`config.mk`:
```
export PLATFORM = sky130hd
export DESIGN_NAME = ahb_mailbox
export DESIGN_NICKNAME = d
export VERILOG_FILES = /design/src/rtl/ahb_mailbox.sv
export SDC_FILE = /design/constraint.sdc
export NUM_CORES = 1
export LEC_CHECK = 0
export ABC_AREA = 1
export ABC_CLOCK_PERIOD_IN_PS = 4900
export BUFFER_PORTS_ARGS = -buffer_cell sky130_fd_sc_hd__buf_4
export CORE_ASPECT_RATIO = 1.4
export CORE_MARGIN = 5
export CORE_UTILIZATION = 30
export DETAILED_ROUTE_END_ITERATION = 10
export PLACE_DENSITY = 0.48
export SYNTH_ARGS = -nofsm -noshare
export SYNTH_HDL_FRONTEND = slang
export SYNTH_SLANG_ARGS = --single-unit
```
`constraint.sdc`:
```
create_clock -name HCLK -period 4.9 [get_ports HCLK]
set_clock_uncertainty 0.15 [all_clocks]
set_input_delay 0.98 -clock HCLK [delete_from_list [all_inputs] [get_ports HCLK]]
set_output_delay 0.98 -clock HCLK [all_outputs]
set_load 0.05 [all_outputs]
```
`src/rtl/ahb_mailbox.sv`:
```
// ahb_mailbox: AHB-Lite bench mailbox; buffers console chars, flags pass/fail, exposes a status word.
// Optional watchdog timeout (status bit 2) is built when MBOX_WATCHDOG_EN is defined.
module ahb_mailbox #(
    parameter logic [31:0] MBOX_ADDR  = 32'hD0580000,
    parameter logic [31:0] STAT_ADDR  = 32'hD0580008,
    parameter int          FIFO_DEPTH = 8
`ifdef MBOX_WATCHDOG_EN
    ,
    parameter logic [31:0] MAX_CYCLES = 32'h800
`endif
) (
    input  logic        HCLK,
    input  logic        HRESETn,
    input  logic        HSEL,
    input  logic [31:0] HADDR,
    input  logic [1:0]  HTRANS,
    input  logic        HWRITE,
    input  logic [2:0]  HSIZE,
    input  logic [63:0] HWDATA,
    input  logic        HREADY,
    output logic        HREADYOUT,
    output logic        HRESP,
    output logic [63:0] HRDATA,
    output logic        char_valid,
    output logic [7:0]  char_data,
    input  logic        char_ready,
    output logic        finished,
    output logic        failed
);
    localparam int PW = $clog2(FIFO_DEPTH);
    localparam int CW = PW + 1;

    logic          dphase, a_write;
    logic [31:0]   a_addr;
    logic [7:0]    mem [FIFO_DEPTH];
    logic [PW-1:0] wr_ptr, rd_ptr;
    logic [CW-1:0] count;
    logic [7:0]    wbyte;
    logic          accept, wr_mbox, is_char, stall, push, pop, timeout, unused_ok;

    assign accept     = HSEL & HREADY & HTRANS[1];
    assign wbyte      = HWDATA[{a_addr[2:0], 3'b000} +: 8];
    assign wr_mbox    = dphase & a_write & (a_addr == MBOX_ADDR);
    assign is_char    = (wbyte > 8'h06) & (wbyte < 8'h7F);
    // A character write into a full FIFO holds the data phase until a slot frees up.
    assign stall      = wr_mbox & is_char & (count == CW'(FIFO_DEPTH));
    assign push       = wr_mbox & is_char & ~stall;
    assign pop        = char_valid & char_ready;
    assign HREADYOUT  = ~stall;
    assign HRESP      = 1'b0;
    assign HRDATA     = (dphase & ~a_write & (a_addr == STAT_ADDR)) ?
                        {48'h0, 8'(count), 5'b0, timeout, failed, finished} : 64'h0;
    assign char_valid = count != '0;
    assign char_data  = char_valid ? mem[rd_ptr] : 8'h0;
    assign unused_ok  = ^{HSIZE, HTRANS[0]};

    always_ff @(posedge HCLK) begin
        if (push) mem[wr_ptr] <= wbyte;
    end

    always_ff @(posedge HCLK or negedge HRESETn) begin
        if (!HRESETn) begin
            dphase   <= 1'b0;
            a_write  <= 1'b0;
            a_addr   <= 32'h0;
            wr_ptr   <= '0;
            rd_ptr   <= '0;
            count    <= '0;
            finished <= 1'b0;
            failed   <= 1'b0;
        end else begin
            if (HREADYOUT) begin
                dphase <= accept;
                if (accept) begin
                    a_addr  <= HADDR;
                    a_write <= HWRITE;
                end
            end
            if (push) wr_ptr <= wr_ptr + 1'b1;
            if (pop) rd_ptr <= rd_ptr + 1'b1;
            count <= count + CW'(push) - CW'(pop);
            if (wr_mbox && wbyte == 8'hFF) finished <= 1'b1;
            if (wr_mbox && wbyte == 8'h01) failed <= 1'b1;
        end
    end

`ifdef MBOX_WATCHDOG_EN
    logic [31:0] cycles;

    always_ff @(posedge HCLK or negedge HRESETn) begin
        if (!HRESETn) begin
            cycles  <= 32'h0;
            timeout <= 1'b0;
        end else if (!finished && !failed && !timeout) begin
            if (cycles == MAX_CYCLES) timeout <= 1'b1;
            else cycles <= cycles + 32'h1;
        end
    end
`else
    assign timeout = 1'b0;
`endif
endmodule

```
**After elaboration in Yosys (flattened, before gate mapping)**

Memory sizes are Yosys's and may differ from the RTL's.
Cells that the tools add are included.

- Bits in registers: 46
- Bits in writable memories: 64
- Input port bits: 107
- Output and inout bits: 77
- Logic and storage cells: 42
- Memories: 1

Memories:

| memory | words | width | rd ports | clocked after memory_dff | wr ports | RTL line | source |
|---|---|---|---|---|---|---|---|
| mem | 8 | 8 | 1 | 0 | 1 | 35 | `logic [7:0] mem [FIFO_DEPTH];` |

- Add/sub/neg operators: 4
- Order comparisons: 2
- Equal/unequal tests: 5
- Shift-type cells: 1
- Multiplexer cells: 4
- Bitwise logic cells: 13
- Reductions and logical operators: 4

Operators by type and width:

| cell | number |
|---|---|
| $eq 32x32->1 const B | 2 |
| $shiftx 64x7->8 | 1 |
| $mux 12 | 1 |
| $and 1x1->1 | 11 |
| $eq 8x1->1 const B | 1 |
| $eq 8x8->1 const B | 1 |
| $gt 8x3->1 const B | 1 |
| $lt 8x7->1 const B | 1 |
| $mux 8 | 1 |
| $add 3x1->3 const B | 2 |
| $add 4x1->4 | 1 |
| $eq 4x4->1 const B | 1 |
| $reduce_bool 4->1 | 1 |
| $sub 4x1->4 | 1 |
| $logic_and 1x1->1 | 2 |
| $mux 1 | 2 |
| $not 1->1 | 2 |
| $reduce_and 2->1 | 1 |

**Logic depth before layout (Yosys ltp)**

Gate-level depths: netlist of the first run.

- Word-level depth: 9
- Depth in mapped cells: 20
- Depth with buffers taken out: 18

**Worst setup path before layout of the first run**

Ideal clock, no wire load.

- Path type: input-to-reg
- Start: input HWDATA[57]
- End: register count[2]
- Setup time: 0.123 ns
- Arrival: 2.926 ns
- Data required time: 4.627 ns
- Path slack: 1.701 ns
- Stages on the path: 17
- Path buffers: 0
- Cell sequence: inv_1 -> nand2_1 -> nand3_1 -> nand2_1 -> nand2_1 -> nand2_1 -> inv_1 -> nor2_1 -> nand2_1 -> nand2_1 -> nor2_2 -> nand2_2 -> ha_1 -> inv_1 -> ha_1 -> fa_1 -> xor2_1

- Word-level cells in the longest chain between the ends: 9
- Elaborated cells between the ends (all ways): 10
- Those cells by class: add/sub (2); order compare (2); shift (1); bitwise (5)

Ends and longest elaborated chain:

| item | RTL line | source |
|---|---|---|
| start, declared | 19 | `input logic [63:0] HWDATA,` |
| $shiftx 64x7->8 (*) | 42 | `assign wbyte = HWDATA[{a_addr[2:0], 3'b000} +: 8];` |
| via wbyte[1] | 38 | `logic [7:0] wbyte;` |
| $gt 8x3->1 / $lt 8x7->1 (equally long branches) | 44 | `assign is_char = (wbyte > 8'h06) & (wbyte < 8'h7F);` |
| $and 1x1->1 (*) | 44 |  |
| $and 1x1->1 (*) | 46, 47 |  |
| $and 1x1->1 | 46 | `assign stall = wr_mbox & is_char & (count == CW'(FIFO_DEPTH));` |
| $not 1->1 (no source line) | n/a |  |
| $and 1x1->1 (*) | 47 | `assign push = wr_mbox & is_char & ~stall;` |
| $add 4x1->4 (*) | 81 | `count <= count + CW'(push) - CW'(pop);` |
| $sub 4x1->4 (*) | 81 |  |
| end signal, assigned | 81 |  |
| end, declared | 37 | `logic [CW-1:0] count;` |

The timed path passes the listed nets; every way through them passes the cells marked *.
A chain may end at the register's enable or synchronous reset.

**Final worst setup path of the first run**

- Start: register a_addr[1]
- End: output HREADYOUT

- Word-level cells in the longest chain between the ends: 6
- Elaborated cells between the ends (all ways): 9
- Those cells by class: order compare (2); eq/ne (1); shift (1); bitwise (5)

Ends and longest elaborated chain:

| item | RTL line | source |
|---|---|---|
| start, declared | 34 | `logic [31:0] a_addr;` |
| start signal, assigned | 65 | `a_addr <= 32'h0;` |
| start signal, assigned | 75 | `a_addr <= HADDR;` |
| $shiftx 64x7->8 (*) | 42 |  |
| via wbyte[1] | 38 |  |
| $gt 8x3->1 / $lt 8x7->1 (equally long branches) | 44 |  |
| $and 1x1->1 (*) | 44 |  |
| $and 1x1->1 (*) (2 in series) | 46 |  |
| $not 1->1 (no source line) (*) | n/a |  |
| end, declared | 21 | `output logic HREADYOUT,` |

Marked as above.

==> metrics.md, run 1 <==
| Metric | Value |
|---|---|
| Final setup fails | 0 |
| Setup tns final | 0 ns |
| Top FF cell, synth | edfxtp_1 |
| DRT Wirelength | between 15 and 20 mm |
| Least-Margin Pin Slew | 0.8945 ns |
| # hold bufs at CTS | 0 |
| Largest net degree at the start of global routing | 47 |
| Synthesis-to-layout area growth | 18.52% |
| Total clock sinks | 110 |
| Max frequency | 262.9 MHz |
| Cells after Synth | 753 |
| Worst Setup Start Kind | flop |
| Post-Syn Area | 0.006196 mm² |
| Fillers | 2163 |
| Top post-synthesis cells by area | edfxtp_1, dfrtp_1, nand2_1, buf_4, nand3_1 |
| Vias in the first global route | ~4800 |
| Status | finished clean |
| Yosys cell types | 33 |
| # rows | 62 |
| Post-synth EDFFs | 64 |
| DIE WIDTH | 131.5 µm |
| HPWL Detailed | approximately 12 mm |
| Chip height | 180.0 µm |
| Routed length per instance | approximately 14 µm |
| Initial core utilization | a little under a third |
| Syn Area/Cell | 8.228 µm² |
| Post-layout minimum cycle time | 3.804 ns |
| Gr usage total | a little over an eighth |
| Peak supply drop | roughly 0.00017 V |
| Most frequent cells in the layout | nand2_1, buf_4, inv_1 |
| Clock Tree Buf Depth | 2 |
| Origin of the worst min-delay path | a_addr[4] |
| Max-Cap Viols | 0 |
| Critical Path AT | ~2.7 ns |
| Total gr overflow | 0 |
| Antenna cells | 0 |
| Share of post-route cells with drive strength above 1 | 17.90% |
| Final Hold Violating Endpoints | 0 |
| CP max FO | 18 |
| Total CTS buffers | 9 |
| Core Util, Final | 35.99% |
| H-tree levels | 3 |
| DR pass1 iterations | 4 |
| Vias | 4866 |
| Die area | 0.02367 mm² |
| Critical path endpoint category | primary output |
| Unrepaired setup endpoints after global routing | false |
| DR iter-0 viols | 170 |
| Top cell type by total area after synthesis | edfxtp_1 |
| Tcrit/Tclk final | 77.64% |
| Gpl congestion | around 0.75 |
| I/O Pins | between 150 and 200 |
| Leak | ~3.6 nW |
| Sequential share of the synthesized area | between 40% and 50% |
| First-pass GRT wire length | 25.23 mm |
| Setup crit start | a_addr[1] |
| Yosys warns | 0 |
| Drt drc | 0 |
| Most common cell after layout, fill and taps aside | nand2_1 |
| Slew headroom | between 40% and 50% |
| Final Max Slew Viols | 0 |
| #FFs+latches synth | 110 |
| Final Power | 3.221 mW |
| Hold Path Class | flop to flop |
| Worst flop-to-flop path startpoint | a_addr[1] |
| Vias per cell | 4.337 |
| Critical Path RT | 3.77 ns |
| PortBufs | 120 |
| Synth async-reset ratio | 41.82% |
| CTS tree | built |
| Root buf cell | clkbuf_16 |
| Clk slew on worst S/H paths | 0.07 ns |
| PD cells | 438.6 mW/mm² |
| Core area | 0.02040 mm² |
| PostCTS Resize Cnt | 0 |
| Initial antenna violation count | 0 |
| Final #Nets | just under 1000 |
| Setup CP Type | flop to primary output |
| Post-CTS setup buffers | 0 |
| Share of the synthesized area in the top cell type | 31.02% |
| ANT nets after route | 0 |
| Clock Latency Late Sink | between 0.3 and 0.4 ns |
## power breakdown
group | total [mW] | internal [mW] | leakage, nW | switching [mW]
Sequential | 1.17 | 1.10 | 1.14 | 0.0707
Clock | 0.724 | 0.398 | 0.142 | 0.326
Combinational | 1.32 | 0.394 | 2.36 | 0.931
Total | 3.22 | 1.89 | 3.64 | 1.33
## cell type report
cell class	count	area (µm²)	area share, %
sequential	110	3073	41.85
multi-input combinational	518	2338	31.85
timing repair buffer	129	968.4	13.19
inverter	93	354.1	4.822
tap	256	320.3	4.362
clock buffer	11	232.7	3.169
clock inverter	5	56.30	0.7667
## sequential cells by signal, summed over array words and instances, names as in the netlist
signal	count
a_addr	32
a_write	1
failed	1
mem	64
finished	1
count	4
dphase	1
rd_ptr	3
wr_ptr	3
## worst max-delay path, stage by stage (launching register included)
cell	delay, ns
dfrtp_1	0.80
inv_4	0.22
nand3_1	0.15
nand2_1	0.08
nand2_1	0.06
nand2_1	0.29
nand3_1	0.24
nand3_1	0.16
nand4_4	0.11
buf_4	0.20
## layer usage
metal  global-route usage (%)  wire length [µm]  vias up
met5                        0                 0        -
met4                    3.335               187        0
met3                    4.022              1031        9
met2                    24.27              8324      116
met1                    14.76              6276     2235
li1                         -                 -     2506
## per-stage QoR
step	cell area [µm²]	hold slack [ns]	setup slack [ns]	std cells
after floorplan	6414	0.2832	1.701	811
after global placement	7054	0.3034	1.092	1106
after detailed placement	7054	0.3086	1.079	1106
after CTS	7343	0.3268	1.102	1122
after global routing	7343	0.3440	0.9194	1122
final	7343	0.3217	1.096	1122
## kinds of logic (layout without fill, tap and decap cells)
group	after synthesis	count (layout)	share of synthesized area, %
xor gates and xnor gates	4	4	0.5655
buffers and inverters	183	238	16.18
adders and majority gates	9	9	1.939
and+or+nand+nor	386	386	26.45
other	1	59	0.06052
AOI/OAI and AO/OA	60	60	5.210
DFF	110	110	49.60
## synth_stat cells, types with 8 or more instances
master,number
nand2_1,199
inv_1,89
nand3_1,86
nor2_1,80
edfxtp_1,64
buf_4,63
dfrtp_1,46
o21ai_0,42
clkbuf_1,13
buf_6,9
a31oi_1,8
ha_1,8
o22ai_1,8
## final timing paths
path / end / slack [ns] / cells past startpoint
max reg2reg: count[2] / 1.19 / 16
min: a_addr[4] / 0.32 / 2
max: HREADYOUT / 1.10 / 9
max in group asynchronous: a_addr[2] / 3.69 / 1
min reg2reg: a_addr[4] / 0.32 / 2
min in group asynchronous: a_addr[16] / 0.50 / 1
No activity file was read; power rests on OpenSTA's default activity.
==> run 2: changes to the inputs <==
==> config.mk (replaced) <==
export PLATFORM = sky130hd
export DESIGN_NAME = ahb_mailbox
export DESIGN_NICKNAME = d
export VERILOG_FILES = /design/src/rtl/ahb_mailbox.sv
export SDC_FILE = /design/constraint.sdc
export NUM_CORES = 1
export LEC_CHECK = 0
export ABC_AREA = 0
export ABC_CLOCK_PERIOD_IN_PS = 3850
export BUFFER_PORTS_ARGS = -buffer_cell sky130_fd_sc_hd__buf_4
export CORE_ASPECT_RATIO = 1.4
export CORE_MARGIN = 5
export CORE_UTILIZATION = 30
export DETAILED_ROUTE_END_ITERATION = 10
export PLACE_DENSITY = 0.49
export SYNTH_ARGS = -nofsm -noshare
export SYNTH_HDL_FRONTEND = slang
export SYNTH_SLANG_ARGS = --single-unit
==> constraint.sdc (replaced) <==
create_clock -name HCLK -period 3.85 [get_ports HCLK]
set_clock_uncertainty 0.15 [all_clocks]
set_input_delay 0.77 -clock HCLK [delete_from_list [all_inputs] [get_ports HCLK]]
set_output_delay 0.77 -clock HCLK [all_outputs]
set_load 0.05 [all_outputs]
==> run 2 against run 1 <==
  * First-iteration DRC count fell by 66%
  * Via count shrank 32%
  * Total power is 23% higher
  * Setup slack worse by 1.0 ns
  * Synthesized cell count decreased by 53%
  * Sequential share of layout area grew 1.4 points
  * Largest cell class unchanged
  * Global-route usage shrank 1.8 points
  * Largest power group is now registers
==> metrics.md, run 2 <==
| Metric | Value |
|---|---|
| Status | finished clean (unchanged) |
| Final Hold Violating Endpoints | 0 (unchanged) |
| Top FF cell, synth | edfxtp_1 (unchanged) |
| Met2 wire len | 6.647 mm (was 8.324 mm) |
| # rows | 59 (was 62) |
| Synthesis-to-layout area growth | 25.17% (was 18.52%) |
| Syn Area/Cell | 15.92 µm² (was 8.228 µm²) |
| Post-synthesis simple-gate area fraction | 6.869% (was 26.45%) |
| Synth async-reset ratio | 41.82% (unchanged) |
| Final Max Slew Viols | 0 (unchanged) |
| Max-Cap Viols | 0 (unchanged) |
| DR iter-0 viols | 57 (was 170) |
| Most frequent cells in the layout | buf_4, edfxtp_1, conb_1 (was nand2_1, buf_4, inv_1) |
| Fillers | 1783 (was 2163) |
| Mux cell area share after synthesis | 24.83% (was 0%) |
| HPWL Detailed | 9.534 mm (was 11.74 mm) |
| Total clock sinks | 110 (unchanged) |
| I/O Pins | 184 (unchanged) |
| Max frequency | about 270 MHz |
| DRT Wirelength | 12.27 mm (was 15.82 mm) |
| Antenna cells | 0 (unchanged) |
| Root buf cell | clkbuf_16 (unchanged) |
| Flop2flop setup slack | 0.49 ns (was 1.19 ns) |
| Critical Path AT | 2.83 ns (was 2.67 ns) |
| ANT nets after route | 0 (unchanged) |
| #FFs+latches synth | 110 (unchanged) |
| Leak | 3.124 nW (was 3.642 nW) |
| Final setup fails | 0 (unchanged) |
| Clock Latency Late Sink | 0.35 ns (about the same) |
| Worst Setup Start Kind | flop (unchanged) |
| Sequential share of the synthesized area | 54.07% (was 49.60%) |
| Die area | 0.02183 mm² (was 0.02367 mm²) |
| PortBufs | 120 (unchanged) |
| Setup WS pre-CTS | 0.09936 ns (was 1.079 ns) |
| Total gr overflow | 0 (unchanged) |
| Post-layout minimum cycle time | 3.754 ns |
| WL met1 | 4.474 mm (was 6.276 mm) |
| Worst flop-to-flop path startpoint | a_addr[0] (was a_addr[1]) |
| Core area | 0.01860 mm² (was 0.02040 mm²) |
| Yosys cell types | 42 (was 33) |
| Largest net degree at the start of global routing | 47 (unchanged) |
| CP max FO | 7 (was 18) |
| CTS tree | built (unchanged) |
| Hold Path Class | primary input to async pin (was flop to flop) |
| Share of the synthesized area in the top cell type | 33.82% (was 31.02%) |
| Largest regs | mem x64, a_addr x32, count x4 (unchanged) |
| Vias per cell | 4.408 (was 4.337) |
| Critical Path RT | 2.93 ns (was 3.77 ns) |
| Share of post-route cells with drive strength above 1 | 48.03% (was 17.90%) |
| Least-Margin Pin Slew | 0.8131 ns (was 0.8945 ns) |
| Met3 wire length | 955 µm (was 1.031 mm) |
| Clk slew on worst S/H paths | 0.08 ns (was 0.07 ns) |
| # hold bufs at CTS | 0 (unchanged) |
| Chip height | 172.9 µm (was 180.0 µm) |
| H-tree levels | 3 (unchanged) |
| Multi-input gate area | 0.002263 mm² (was 0.002338 mm²) |
| Main combinational cell family by area after synthesis | multiplexers (was simple AND/OR/NAND/NOR gates) |
| Number of flip-flops in the largest register | 64 (unchanged) |
| Top cell type by total area after synthesis | edfxtp_1 (unchanged) |
| Xor/xnor share of the synthesized area | 0.9247% (was 0.5654%) |
| Most flop-heavy register | mem (unchanged) |
| FF+latch area | 0.003074 mm² (was 0.003073 mm²) |
| Most common cell in the netlist | edfxtp_1 (was nand2_1) |
| Most common cell after layout, fill and taps aside | buf_4 (was nand2_1) |
| PD cells | 555.1 mW/mm² (was 438.6 mW/mm²) |
| Slew headroom | 45.80% (was 40.14%) |
| DIE WIDTH | 126.3 µm (was 131.5 µm) |
| Top routing layer used | met4 (unchanged) |
| Initial antenna violation count | 0 (unchanged) |
| Setup CP Type | flop to primary output (unchanged) |
| Setup tns final | 0 ns (unchanged) |
| Clock Tree Buf Depth | 2 (unchanged) |
| Vias | 3315 (was 4866) |
| Cells after Synth | 357 (was 753) |
| Routed length per instance | 16.32 µm (was 14.10 µm) |
| Synth Area in Compound Gates | 1.035% (was 5.210%) |
| Final setup margin | 0.09606 ns (was 1.096 ns) |
| Top cells by count, synth | edfxtp_1, buf_4, dfrtp_1 (was nand2_1, inv_1, nand3_1) |
| Unrepaired setup endpoints after global routing | false (unchanged) |
| Adder-cell share of the synthesized area | 2.114% (was 1.939%) |
| Setup crit start | a_addr[0] (was a_addr[1]) |
| DR pass1 iterations | 4 (unchanged) |
| Peak supply drop | 0.0002062 V (was 0.0001727 V) |
| Critical path endpoint category | primary output (unchanged) |
| Drt drc | 0 (unchanged) |
| Gpl congestion | 0.6991 (was 0.7509) |
| Gr usage total | 11.43% (was 13.20%) |
| Post-synth EDFFs | 64 (unchanged) |
| Yosys warns | 0 (unchanged) |
| Final #Nets | 619 (was 977) |
| Total CTS buffers | 9 (unchanged) |
| Vias in the first global route | 3679 (was 4849) |
| First-pass GRT wire length | 19.70 mm (was 25.23 mm) |
| Initial core utilization | 30.55% (was 30.37%) |
| Top post-synthesis cells by area | edfxtp_1, dfrtp_1, mux4_2, mux2_4, buf_4 (was edfxtp_1, dfrtp_1, nand2_1, buf_4, nand3_1) |
| Post-Syn Area | 0.005683 mm² (was 0.006196 mm²) |
| Tcrit/Tclk final | a little over nine tenths |
-- run 2: final timing paths --
check                              to  cells after the start
hold reg to reg            a_addr[22]                      1
min in group HCLK          a_addr[22]                      1
setup / recovery            HREADYOUT                      8
max in group asynchronous   a_addr[2]                      1
setup reg to reg             count[2]                     13
hold / removal             a_addr[31]                      1
-- run 2: layer usage --
metal  track usage [%]  vias up
li1                  -     1522
met1             12.69     1640
met2             21.16      140
met3             2.963       13
met4             3.533        0
met5                 0        -
-- run 2: kinds of logic (layout without fill, tap and decap cells) --
kind of cell,after synthesis,after routing
DFF,110,110
muxes,83,83
buffers and inverters,83,176
and+or+nand+nor,60,60
adders and majority gates,9,9
xor gates and xnor gates,6,6
AOI/OAI and AO/OA,5,5
other,1,59
-- run 2: final cells by class --
class | count | share of cell area [%]
flip-flops and latches | 110 | 43.22
well taps | 244 | 4.292
repair buffers | 151 | 16.22
clock inverters | 6 | 0.6157
clock buffers | 10 | 3.360
inverters | 9 | 0.4749
multi-input cells | 222 | 31.82
-- run 2: where the power goes --
group,internal [mW],switching [mW]
clock,0.460,0.421
sequential,1.42,0.146
combinational,0.677,0.827
-- run 2: stage by stage --
step | util (%) | power (mW) | hold WS (ns) | cell area (µm²) | std cells
2_1_floorplan | - | 2.711 | 0.3199 | 5901 | 415
3_3_place_gp | 36.46 | 3.093 | 0.3380 | 6783 | 732
3_5_place_dp | 36.46 | 3.119 | 0.3360 | 6783 | 732
4_1_cts | 38.03 | 4.010 | 0.2914 | 7074 | 748
5_1_grt | 38.24 | 4.194 | 0.3185 | 7113 | 752
6_report | 38.24 | 3.949 | 0.2743 | 7113 | 752
-- run 2: what timing repair did --
action                     4_1_cts  5_1_grt
gates resized for setup          3        1
setup buffers                    0        4
setup endpoints to repair        1        1
-- run 2: worst max-delay path: stages (launching register included) --
cell and delay (ns):
dfrtp_1 0.37, buf_6 0.14, mux4_1 0.55, mux2_2 0.32, or2_4 0.28, nor4b_4 0.32
buf_4 0.17, or3_1 0.15, buf_6 0.17
==> run 3: changes to the inputs <==
--- a/config.mk
+++ b/config.mk
@@ -5,14 +5,13 @@
 export SDC_FILE = /design/constraint.sdc
 export NUM_CORES = 1
 export LEC_CHECK = 0
-export ABC_AREA = 0
+export ABC_AREA = 1
 export ABC_CLOCK_PERIOD_IN_PS = 3850
 export BUFFER_PORTS_ARGS = -buffer_cell sky130_fd_sc_hd__buf_4
 export CORE_ASPECT_RATIO = 1.4
-export CORE_MARGIN = 5
 export CORE_UTILIZATION = 30
 export DETAILED_ROUTE_END_ITERATION = 10
-export PLACE_DENSITY = 0.49
+export PLACE_DENSITY = 0.48
 export SYNTH_ARGS = -nofsm -noshare
 export SYNTH_HDL_FRONTEND = slang
 export SYNTH_SLANG_ARGS = --single-unit
==> run 3 against run 2 <==
  * Flip-flop and latch count is the same
  * Non-clock buffer count shrank 10
  * Combinational power grew 17%
  * Setup slack gained 0.37 ns
  * Clock power grew 8.4%
  * Sequential share of layout area shrank 1.9 points
  * Wire length grew 24%
  * Critical path type unchanged
  * Largest cell class unchanged
==> metrics.md, run 3 (same netlist as run 1, synthesis figures left out) <==
| Metric | Value |
|---|---|
| Comb power frac | 42.2% (was 38.1%) |
| Sw frac | 41.30% (was 35.30%) |
| DR iter-0 viols | 230 (was 57) |
| HPWL Detailed | 11.16 mm (was 9.534 mm) |
| Least-Margin Pin Slew | 0.7088 ns (was 0.8131 ns) |
| Vias in the first global route | 4761 (was 3679) |
| Initial antenna violation count | 0 (unchanged) |
| Sw power | 1.721 mW (was 1.394 mW) |
| DP Area | 0.007139 mm² (was 0.006783 mm²) |
| Status | finished clean (unchanged) |
| DIE WIDTH | 123.5 µm (was 126.3 µm) |
| Core area | 0.02007 mm² (was 0.01860 mm²) |
| Largest regs | mem x64, a_addr x32, count x4 (unchanged) |
| Total CTS buffers | 9 (unchanged) |
| Unrepaired setup endpoints after global routing | false (unchanged) |
| Synthesis-to-layout area growth | 20.15% (was 25.17%) |
| Gpl congestion | 0.7510 (was 0.6991) |
| Antenna cells | 0 (unchanged) |
| CP max stage cell | dfrtp_1 (was mux4_1) |
| Die area | 0.02124 mm² (was 0.02183 mm²) |
| Post-layout minimum cycle time | 3.382 ns (was 3.754 ns) |
| Routed length per instance | 13.42 µm (was 16.32 µm) |
| Setup crit start | a_addr[1] (was a_addr[0]) |
| Register-to-Register Path Depth | 15 (was 13) |
| Clock Tree Buf Depth | 2 (unchanged) |
| Flop pwr share | 34.9% (was 39.6%) |
| Vias per cell | 4.325 (was 4.408) |
| Crit path buf inv count | 2 (was 3) |
| Clock power share | 22.9% (was 22.3%) |
| ANT nets after route | 0 (unchanged) |
| Setup tns final | 0 ns (unchanged) |
| Largest net degree at the start of global routing | 47 (unchanged) |
| Vias | 4887 (was 3315) |
| Peak supply drop | 0.0002169 V (was 0.0002062 V) |
| Total clock sinks | 110 (unchanged) |
| PostCTS Resize Cnt | 0 (was 3) |
| RR Endpoint | count[2] (unchanged) |
| Critical Path RT | 2.93 ns (about the same) |
| Most flop-heavy register | mem (unchanged) |
| I/O Pins | 184 (unchanged) |
| Post-CTS setup buffers | 0 (unchanged) |
| Final Hold Violating Endpoints | 0 (unchanged) |
| Core Util, Final | 37.09% (was 38.24%) |
| # hold bufs at CTS | 0 (unchanged) |
| CP max FO | 11 (was 7) |
| Most common cell after layout, fill and taps aside | nand2_1 (was buf_4) |
| Initial core utilization | 30.87% (was 30.55%) |
| DR pass1 iterations | 4 (unchanged) |
| H-tree levels | 3 (unchanged) |
| Slew headroom | 52.74% (was 45.80%) |
| Total gr overflow | 0 (unchanged) |
| Worst Setup Start Kind | flop (unchanged) |
| Internal power | 2.446 mW (was 2.555 mW) |
| Share of post-route cells with drive strength above 1 | 19.36% (was 48.03%) |
| Slowest Stage Delay on Critical Path | 0.64 ns (was 0.55 ns) |
| Critical path endpoint category | primary output (unchanged) |
| Flop2flop setup slack | 0.51 ns (was 0.49 ns) |
| Critical Path AT | 2.46 ns (was 2.83 ns) |
| Number of flip-flops in the largest register | 64 (unchanged) |
| CP Cell Sequence | buf_4 -> nand3_1 -> nand2_1 -> nand2_1 -> nand2_1 -> nand3_1 -> nand3_1 -> nand4_4 -> buf_4 (was buf_6 -> mux4_1 -> mux2_2 -> or2_4 -> nor4b_4 -> buf_4 -> or3_1 -> buf_6) |
| Fillers | 2126 (was 1783) |
| Max-Cap Viols | 0 (unchanged) |
| Clock Latency Late Sink | 0.36 ns (was 0.35 ns) |
| Max frequency | 295.7 MHz (was 266.4 MHz) |
| Final Max Slew Viols | 0 (unchanged) |
| DRT Wirelength | 15.16 mm (was 12.27 mm) |
| Drt drc | 0 (unchanged) |
| # rows | 61 (was 59) |
| Final #Nets | 989 (was 619) |
| Hold Path Class | primary input to async pin (unchanged) |
| Gr usage total | 15.26% (was 11.43%) |
| Worst flop-to-flop path startpoint | a_addr[1] (was a_addr[0]) |
| Tcrit/Tclk final | 87.84% (was 97.50%) |
| Root buf cell | clkbuf_16 (unchanged) |
| Fin area | 0.007445 mm² (was 0.007113 mm²) |
| Leak | 3.710 nW (was 3.124 nW) |
| Setup WS pre-CTS | 0.4078 ns (was 0.09936 ns) |
| Final setup margin | 0.4683 ns (was 0.09606 ns) |
| PD cells | 559.7 mW/mm² (was 555.1 mW/mm²) |
| Setup CP Type | flop to primary output (unchanged) |
| First-pass GRT wire length | 24.14 mm (was 19.70 mm) |
| Chip height | 172.0 µm (was 172.9 µm) |
| Final setup fails | 0 (unchanged) |
| CTS tree | built (unchanged) |
| Worst path top cell family by delay | simple AND/OR/NAND/NOR gates (was multiplexers) |
| PortBufs | 120 (unchanged) |
| Most frequent cells in the layout | nand2_1, buf_4, inv_1 (was buf_4, edfxtp_1, conb_1) |
| Clk slew on worst S/H paths | 0.07 ns (was 0.08 ns) |
run 3: power groups by stage:
| stage | clock (mW) | sequential [mW] | combinational, mW |
|---|---|---|---|
| after floorplan | 0 | 1.47 | 1.32 |
| after global placement | 0 | 1.48 | 1.78 |
| after detailed placement | 0 | 1.48 | 1.79 |
| after CTS | 0.978 | 1.45 | 1.79 |
| after global routing | 1.02 | 1.47 | 1.97 |
| final | 0.954 | 1.45 | 1.76 |
run 3: cell type report:
class,count,area [µm²],share of cell area [%]
clock buffers,9,225.2,3.025
clock inverters,7,80.08,1.076
inverters,93,354.1,4.756
multi-input cells,518,2338,31.41
flip-flops and latches,110,3073,41.28
well taps,252,315.3,4.235
repair buffers,141,1059,14.22
run 3: worst max path at each step:
stage,end,depth (start not counted)
finish,HREADYOUT,9
global route,HREADYOUT,10
CTS,HREADYOUT,10
global placement,count[2],18
floorplan,count[2],17
detailed placement,count[2],18
run 3: layer usage:
layer	global-route usage (%)	share of wire [%]
met5	0	0
met1	16.96	40
met2	27.91	53
met4	6.757	2.6
met3	2.770	4.5
run 3: worst register-to-register path, cell delays in order, from the launching register on:
cell,delay (ns)
dfrtp_1,0.64
buf_4,0.26
nand3_1,0.10
nand2_1,0.08
nand2_1,0.04
nand2_1,0.28
nand3_1,0.19
nand2_1,0.09
nor2_1,0.05
nor2_2,0.14
nand2_2,0.13
ha_1,0.31
inv_1,0.04
ha_1,0.20
fa_1,0.38
xor2_1,0.15
run 3: through the flow:
step	hold WS [ns]	power, mW	instances
after floorplan	0.2832	2.791	811
after global placement	0.3017	3.258	1114
after detailed placement	0.3053	3.271	1114
after CTS	0.2952	4.227	1130
after global routing	0.3242	4.457	1130
final	0.2816	4.167	1130
